$ cat config.mk
export PLATFORM = sky130hd
export DESIGN_NAME = bram_rr_arbiter
export DESIGN_NICKNAME = d
export VERILOG_FILES = /design/src/rtl/bram_arb_pkg.sv /design/src/rtl/bram_rr_pick.sv /design/src/rtl/bram_rr_arbiter.sv
export SDC_FILE = /design/constraint.sdc
export NUM_CORES = 1
export LEC_CHECK = 0
export BUFFER_PORTS_ARGS = -buffer_cell sky130_fd_sc_hd__buf_2
export CELL_PAD_IN_SITES_DETAIL_PLACEMENT = 0
export CELL_PAD_IN_SITES_GLOBAL_PLACEMENT = 1
export CORE_ASPECT_RATIO = 0.8
export CORE_UTILIZATION = 35
export CTS_BUF_LIST = sky130_fd_sc_hd__clkbuf_2 sky130_fd_sc_hd__clkbuf_4 sky130_fd_sc_hd__clkbuf_8
export CTS_CLUSTER_SIZE = 30
export DETAILED_ROUTE_END_ITERATION = 16
export PLACE_DENSITY_LB_ADDON = 0.1
export SYNTH_ARGS = -nofsm -noshare
export SYNTH_HDL_FRONTEND = slang
export SYNTH_SLANG_ARGS = --single-unit
$ cat constraint.sdc
create_clock -name clk -period 2.2 [get_ports clk]
set_clock_uncertainty 0.2 [all_clocks]
set_input_delay 0 -clock clk [delete_from_list [all_inputs] [get_ports clk]]
set_output_delay 0 -clock clk [all_outputs]
set_load 0.005 [all_outputs]
$ cat src/rtl/bram_arb_pkg.sv
// Shared types and helpers for the block-RAM round-robin arbiter family.
// rr_pick is the reusable round-robin scan for up to four requesters.
package bram_arb_pkg;

  localparam int RAM_DEPTH = 256;
  localparam int ADDR_W    = 8;
  localparam int DATA_W    = 16;

  typedef enum logic {
    CLEAR = 1'b0,
    IDLE  = 1'b1
  } state_t;

  typedef struct packed {
    logic       found;
    logic [1:0] idx;
  } pick_t;

  // First valid requester at or after ptr, wrapping modulo n (n <= 4, ptr < n).
  function automatic pick_t rr_pick(input logic [3:0] valid, input logic [1:0] ptr, input int n);
    pick_t      p;
    logic [2:0] j;
    p.found = 1'b0;
    p.idx   = 2'b00;
    for (int k = 0; k < 4; k++) begin
      j = {1'b0, ptr} + 3'(k);
      if (j >= 3'(n)) begin
        j = j - 3'(n);
      end else begin
        j = j;
      end
      if ((k < n) && !p.found && valid[j[1:0]]) begin
        p.found = 1'b1;
        p.idx   = j[1:0];
      end else begin
        p = p;
      end
    end
    return p;
  endfunction

endpackage

$ cat src/rtl/bram_rr_pick.sv
// Combinational round-robin priority selector shared by the resource arbiters.
// Produces the winning index, a found flag and a one-hot grant vector.
module bram_rr_pick #(
  parameter int NUM_REQ = 2
) (
  input  logic [NUM_REQ-1:0] valid,
  input  logic [1:0]         ptr,
  output logic               found,
  output logic [1:0]         idx,
  output logic [NUM_REQ-1:0] grant
);
  import bram_arb_pkg::*;

  logic [3:0] valid_pad_s;
  pick_t      pick_s;

  // Scan from ptr and decode the winner to a one-hot grant.
  always_comb begin
    valid_pad_s                = 4'b0000;
    valid_pad_s[NUM_REQ-1:0]   = valid;
    pick_s                     = rr_pick(valid_pad_s, ptr, NUM_REQ);
    found                      = pick_s.found;
    idx                        = pick_s.idx;
    grant                      = '0;
    for (int i = 0; i < NUM_REQ; i++) begin
      grant[i] = pick_s.found && (pick_s.idx == 2'(i));
    end
  end

endmodule

$ cat src/rtl/bram_rr_arbiter.sv
// Round-robin arbiter sharing one 256x16 iCE40 block RAM between requesters,
// with an optional post-reset clear sweep and tagged read responses.
module bram_rr_arbiter #(
  parameter int                NUM_REQ        = 2,
  parameter int                ADDR_W         = bram_arb_pkg::ADDR_W,
  parameter int                DATA_W         = bram_arb_pkg::DATA_W,
  parameter bit                CLEAR_ON_RESET = 1'b1,
  parameter logic [DATA_W-1:0] CLEAR_VALUE    = 16'h0000
) (
  input  logic                       clk,
  input  logic                       rst,
  input  logic [NUM_REQ-1:0]         req_valid,
  output logic [NUM_REQ-1:0]         req_ready,
  input  logic [NUM_REQ-1:0]         req_we,
  input  logic [NUM_REQ*ADDR_W-1:0]  req_addr,
  input  logic [NUM_REQ*DATA_W-1:0]  req_wdata,
  input  logic [NUM_REQ*DATA_W-1:0]  req_mask,
  output logic [NUM_REQ-1:0]         rsp_valid,
  output logic [DATA_W-1:0]          rsp_rdata,
  output logic                       busy,
  output logic                       ram_we,
  output logic                       ram_wclke,
  output logic                       ram_re,
  output logic                       ram_rclke,
  output logic [ADDR_W-1:0]          ram_waddr,
  output logic [ADDR_W-1:0]          ram_raddr,
  output logic [DATA_W-1:0]          ram_mask,
  output logic [DATA_W-1:0]          ram_wdata,
  input  logic [DATA_W-1:0]          ram_rdata
);
  import bram_arb_pkg::*;

  localparam logic [ADDR_W-1:0] LAST_ADDR = ADDR_W'(RAM_DEPTH - 1);

  state_t              state_r;
  logic [ADDR_W-1:0]   clr_addr_r;
  logic [1:0]          rr_ptr_r;
  logic                found_s;
  logic [1:0]          idx_s;
  logic [NUM_REQ-1:0]  grant_s;
  logic                xfer_s;
  logic                sel_we_s;
  logic [ADDR_W-1:0]   sel_addr_s;
  logic [DATA_W-1:0]   sel_wdata_s;
  logic [DATA_W-1:0]   sel_mask_s;
  logic [NUM_REQ-1:0]  read_tag_r;
  logic [NUM_REQ-1:0]  rsp_valid_r;
  logic [DATA_W-1:0]   rdata_hold_r;

  bram_rr_pick #(.NUM_REQ(NUM_REQ)) u_pick (
    .valid (req_valid),
    .ptr   (rr_ptr_r),
    .found (found_s),
    .idx   (idx_s),
    .grant (grant_s)
  );

  // Grant only while arbitrating; reset and the clear sweep block all requesters.
  always_comb begin
    if (!rst && (state_r == IDLE)) begin
      req_ready = grant_s;
    end else begin
      req_ready = '0;
    end
    xfer_s = |req_ready;
  end

  // One-hot AND-OR mux of the winning requester's payload.
  always_comb begin
    sel_we_s    = 1'b0;
    sel_addr_s  = '0;
    sel_wdata_s = '0;
    sel_mask_s  = '0;
    for (int i = 0; i < NUM_REQ; i++) begin
      sel_we_s    = sel_we_s    | (req_we[i] & grant_s[i]);
      sel_addr_s  = sel_addr_s  | (req_addr[i*ADDR_W +: ADDR_W]  & {ADDR_W{grant_s[i]}});
      sel_wdata_s = sel_wdata_s | (req_wdata[i*DATA_W +: DATA_W] & {DATA_W{grant_s[i]}});
      sel_mask_s  = sel_mask_s  | (req_mask[i*DATA_W +: DATA_W]  & {DATA_W{grant_s[i]}});
    end
  end

  // Control FSM, registered RAM command stage and the two-stage read tag pipe.
  always_ff @(posedge clk) begin
    if (rst) begin
      state_r      <= CLEAR_ON_RESET ? CLEAR : IDLE;
      clr_addr_r   <= '0;
      rr_ptr_r     <= 2'b00;
      ram_we       <= 1'b0;
      ram_wclke    <= 1'b0;
      ram_re       <= 1'b0;
      ram_rclke    <= 1'b0;
      ram_waddr    <= '0;
      ram_raddr    <= '0;
      ram_mask     <= '0;
      ram_wdata    <= '0;
      read_tag_r   <= '0;
      rsp_valid_r  <= '0;
      rdata_hold_r <= '0;
    end else begin
      rsp_valid_r <= read_tag_r;
      read_tag_r  <= '0;
      ram_we      <= 1'b0;
      ram_wclke   <= 1'b0;
      ram_re      <= 1'b0;
      ram_rclke   <= 1'b0;
      if (|rsp_valid_r) begin
        rdata_hold_r <= ram_rdata;
      end
      case (state_r)
        CLEAR: begin
          ram_we     <= 1'b1;
          ram_wclke  <= 1'b1;
          ram_waddr  <= clr_addr_r;
          ram_wdata  <= CLEAR_VALUE;
          ram_mask   <= '0;
          clr_addr_r <= clr_addr_r + ADDR_W'(1);
          if (clr_addr_r == LAST_ADDR) begin
            state_r <= IDLE;
          end
        end
        IDLE: begin
          if (xfer_s) begin
            rr_ptr_r <= (idx_s == 2'(NUM_REQ - 1)) ? 2'b00 : idx_s + 2'b01;
            if (sel_we_s) begin
              ram_we    <= 1'b1;
              ram_wclke <= 1'b1;
              ram_waddr <= sel_addr_s;
              ram_wdata <= sel_wdata_s;
              ram_mask  <= sel_mask_s;
            end else begin
              ram_re     <= 1'b1;
              ram_rclke  <= 1'b1;
              ram_raddr  <= sel_addr_s;
              read_tag_r <= grant_s;
            end
          end
        end
        default: begin
          state_r <= IDLE;
        end
      endcase
    end
  end

  // Read data passes straight through on its response cycle, otherwise holds.
  always_comb begin
    if (|rsp_valid_r) begin
      rsp_rdata = ram_rdata;
    end else begin
      rsp_rdata = rdata_hold_r;
    end
  end

  assign rsp_valid = rsp_valid_r;
  assign busy      = (state_r == CLEAR);

endmodule
==> flow_metrics.py <==
metrics = {
    "yosys": {
        "synth_compound_area_frac": 0.2701,
        "synth.mux.area_fraction": 0.04894,
        "yosys.area_share.simple": 0.1600,
        "ys_types": 39,
        "ys_top_cells_by_count": "dfxtp_1, nand2_1, a211oi_1",
        "synthCells": 420,
        "yosysSeqAreaShare": 0.4173,
        "yosys_warnings": 0,
        "synth_top_area_frac": 0.4173,
        "synth_fa_ha_area_frac": 0.003220,
        "synth_area_leader_cell": "dfxtp_1",
        "synthFlopType": "dfxtp_1",
        "synth_xor_area_frac": 0.01578,
        "yosysMostFrequentCell": "dfxtp_1",
        "syn_area_sq_um": 3886,
        "ys_ff_latch": 81,
        "async_reset_ff_frac": 0,
        "synth_top_family_by_area": "compound AO/OA/AOI/OAI gates",
        "synthTopCellsByArea": "dfxtp_1, a221oi_2, a211oi_1, nand2_1, mux2_2",
        "syn_nets": 523,
        "synth_area_per_cell_sq_um": 9.253,
        "synth_edf_count": 0,
    },
    "timing": {
        "tns_ps": 0,
        "layout_min_cycle_time_ps": 2146,
        "tightestPinTransition_ps": 820.9,
        "whs_ps": -0.6347,
        "period_share": 0.9753,
        "finalHoldViolCount": 1,
        "slew_viol_final": 0,
        "slew_headroom": 0.4528,
        "fin_ws_ps": 54.40,
        "finalSetupViolCount": 0,
        "max_freq_ghz": 0.4661,
        "grt_setup_unrepaired": "false",
    },
    "outcome": {
        "violations": "negative hold slack",
        "status": "finished with violations",
    },
    "hold_path": {
        "hp-class": "input port to flop",
    },
    "grt": {
        "grt_pass1_vias": 3937,
        "grt_max_degree": 59,
        "grt_pass1_wl_um": 19050,
        "grt_antenna_before_repair": 0,
        "gr-total-overflow": 0,
        "grt_usage": 0.2103,
    },
    "run": {
        "max_cap_viol_count": 0,
    },
    "power": {
        "powerDensity_nw_per_um2": 520.4,
        "leakagePower_uw": 0.002726,
        "vdd_drop_max_mv": 0.3778,
    },
    "critical_path": {
        "cp-end-kind": "flop",
        "critical_path_class": "input port to flop",
        "start_kind": "input port",
        "cp.required_ps": 2260,
        "crit_family": "buffers and inverters",
        "cpMaxStageDelayCell": "dlygate4sd3_1",
        "cp.arrival_ps": 2200,
        "cp_cell_sequence": "dlygate4sd3_1 -> buf_2 -> nor2b_4 -> o32a_2 -> or2_2 -> buf_12 -> a221oi_1",
        "critPathBufInv": 3,
        "path_max_fanout": 32,
        "cpPeakStageDelay_ps": 530,
    },
    "finish": {
        "drive_gt1_frac": 0.3779,
        "fin_util": 0.5696,
        "num_antenna_cells": 0,
        "final_cell_area_sq_um": 6178,
        "final_nets": 786,
        "synthToLayoutAreaGrowth_pct": 58.98,
    },
    "detailed_routing": {
        "firstDrtPassIters": 4,
        "wl_met3_um": 501,
        "wl_per_cell_um": 14.57,
        "routed.top_layer": "met4",
        "m1WireLength_um": 5571,
        "drt-initial-drc-count": 168,
        "met2_wirelength_um": 5883,
        "wirelength_um": 12130,
        "drc": 0,
        "num_vias": 4067,
        "viasPerCell": 4.888,
        "postRouteAntennaNets": 0,
    },
    "floorplanning": {
        "die_y_um": 96.25,
        "dieArea_sq_um": 11530,
        "ios": 175,
        "initial_utilization": 0.3582,
        "die_w_um": 119.8,
        "coreArea_sq_um": 10850,
        "rows": 34,
    },
    "placement": {
        "gp_congestion": 0.8100,
        "placed_cell_area_sq_um": 4847,
        "dp_hpwl_um": 7543,
        "portBuffers": 174,
        "dp_slack_ps": 153.2,
    },
    "clocking": {
        "clk_latency_ps": 360,
        "cts.sinks": 81,
        "htreeDepth": 3,
        "cts_tree": "yes",
        "clk_path_buf_depth": 2,
        "root_buffer": "clkbuf_8",
        "cts_made_buffers": 9,
        "cts.clk_slew.worst_paths_ps": 80,
    },
}
## final timing paths
kind	start	to	slack [ps]	cells after the start
worst max-delay path	req_valid[0]	ram_wdata[8]	50	7
worst min-delay path	req_addr[2]	ram_waddr[2]	-0.6	5
worst max register to register	rr_ptr_r[0]	ram_wdata[8]	150	5
worst min register to register	read_tag_r[0]	rsp_valid[0]	240	1
## state kept, by name (all words and copies together) (netlist names)
signal / cells
rdata_hold_r: 16
clr_addr_r: 8
ram_rclke: 1
ram_wdata: 16
rsp_valid: 2
state_r: 1
ram_raddr: 8
read_tag_r: 2
ram_waddr: 8
ram_wclke: 1
rr_ptr_r: 2
ram_mask: 16
## layout by cell type (no fill, tap or decap), types with 2 or more instances in the layout
cell type	n
buf_2	174
dlygate4sd3_1	106
dfxtp_1	80
nand2_1	73
a211oi_1	48
a221oi_2	30
inv_1	25
nor2_1	18
mux2_2	16
and2_1	16
buf_4	12
clkbuf_8	9
o32ai_1	8
nor3_1	6
and3_1	6
xor2_1	5
nand3_1	4
a21o_1	4
a2111oi_0	4
nor2b_1	3
a41o_1	3
bufinv_16	3
buf_12	3
o21a_1	2
inv_2	2
nor2_2	2
xnor2_1	2
o21ai_0	2
or3_1	2
a221oi_1	2
## tightest hold or removal path: stages
cell and delay, ps:
buf_2 90, nand2_1 50, o32ai_1 110, nor3_1 160
a2111oi_0 90
## cell type report
type / instances / area, sq um
Multi-Input combinational cell: 269 / 1946
Timing Repair Buffer: 295 / 2082
Clock buffer: 10 / 131.4
Sequential cell: 81 / 1623
Tap cell: 144 / 180.2
Clock inverter: 6 / 115.1
Fill cell: 1033 / 4669
Inverter: 27 / 101.3
## stage by stage
step | instances | power (uW)
after CTS | 829 | 3256
after detailed placement | 707 | 1776
final | 832 | 3215
after floorplan | 420 | 1639
after global routing | 832 | 3367
after global placement | 707 | 1774
## layer usage
layer  vias up  global-route usage
met5         -                   0
met1      1912              0.2709
met4         0             0.06146
met2       108              0.3497
li1       2031                   -
met3        16             0.05154
## cells by family after synthesis
| family | after synthesis |
|---|---|
| AO/OA/AOI/OAI | 107 |
| adder cells (fa/ha/maj) | 1 |
| multiplexers | 17 |
| AND/OR/NAND/NOR | 137 |
| buffers and inverters | 70 |
| XOR/XNOR | 7 |
| flip-flops | 81 |
## power breakdown
| part | leakage [uW] | total [uW] | internal (uW) | switching (uW) |
|---|---|---|---|---|
| Sequential | 0.000654 | 1480 | 1470 | 8.64 |
| Combinational | 0.00195 | 388 | 216 | 172 |
| Clock | 0.000121 | 1340 | 773 | 572 |
## repair_timing
item | in CTS | in global routing
endpoints found under the hold margin | 54 | 0
gates resized for setup | 0 | 1
buffers inserted | 0 | 3
setup endpoints to repair | 0 | 2
hold buffers | 106 | 0
Power figures use the tool's default switching activity.
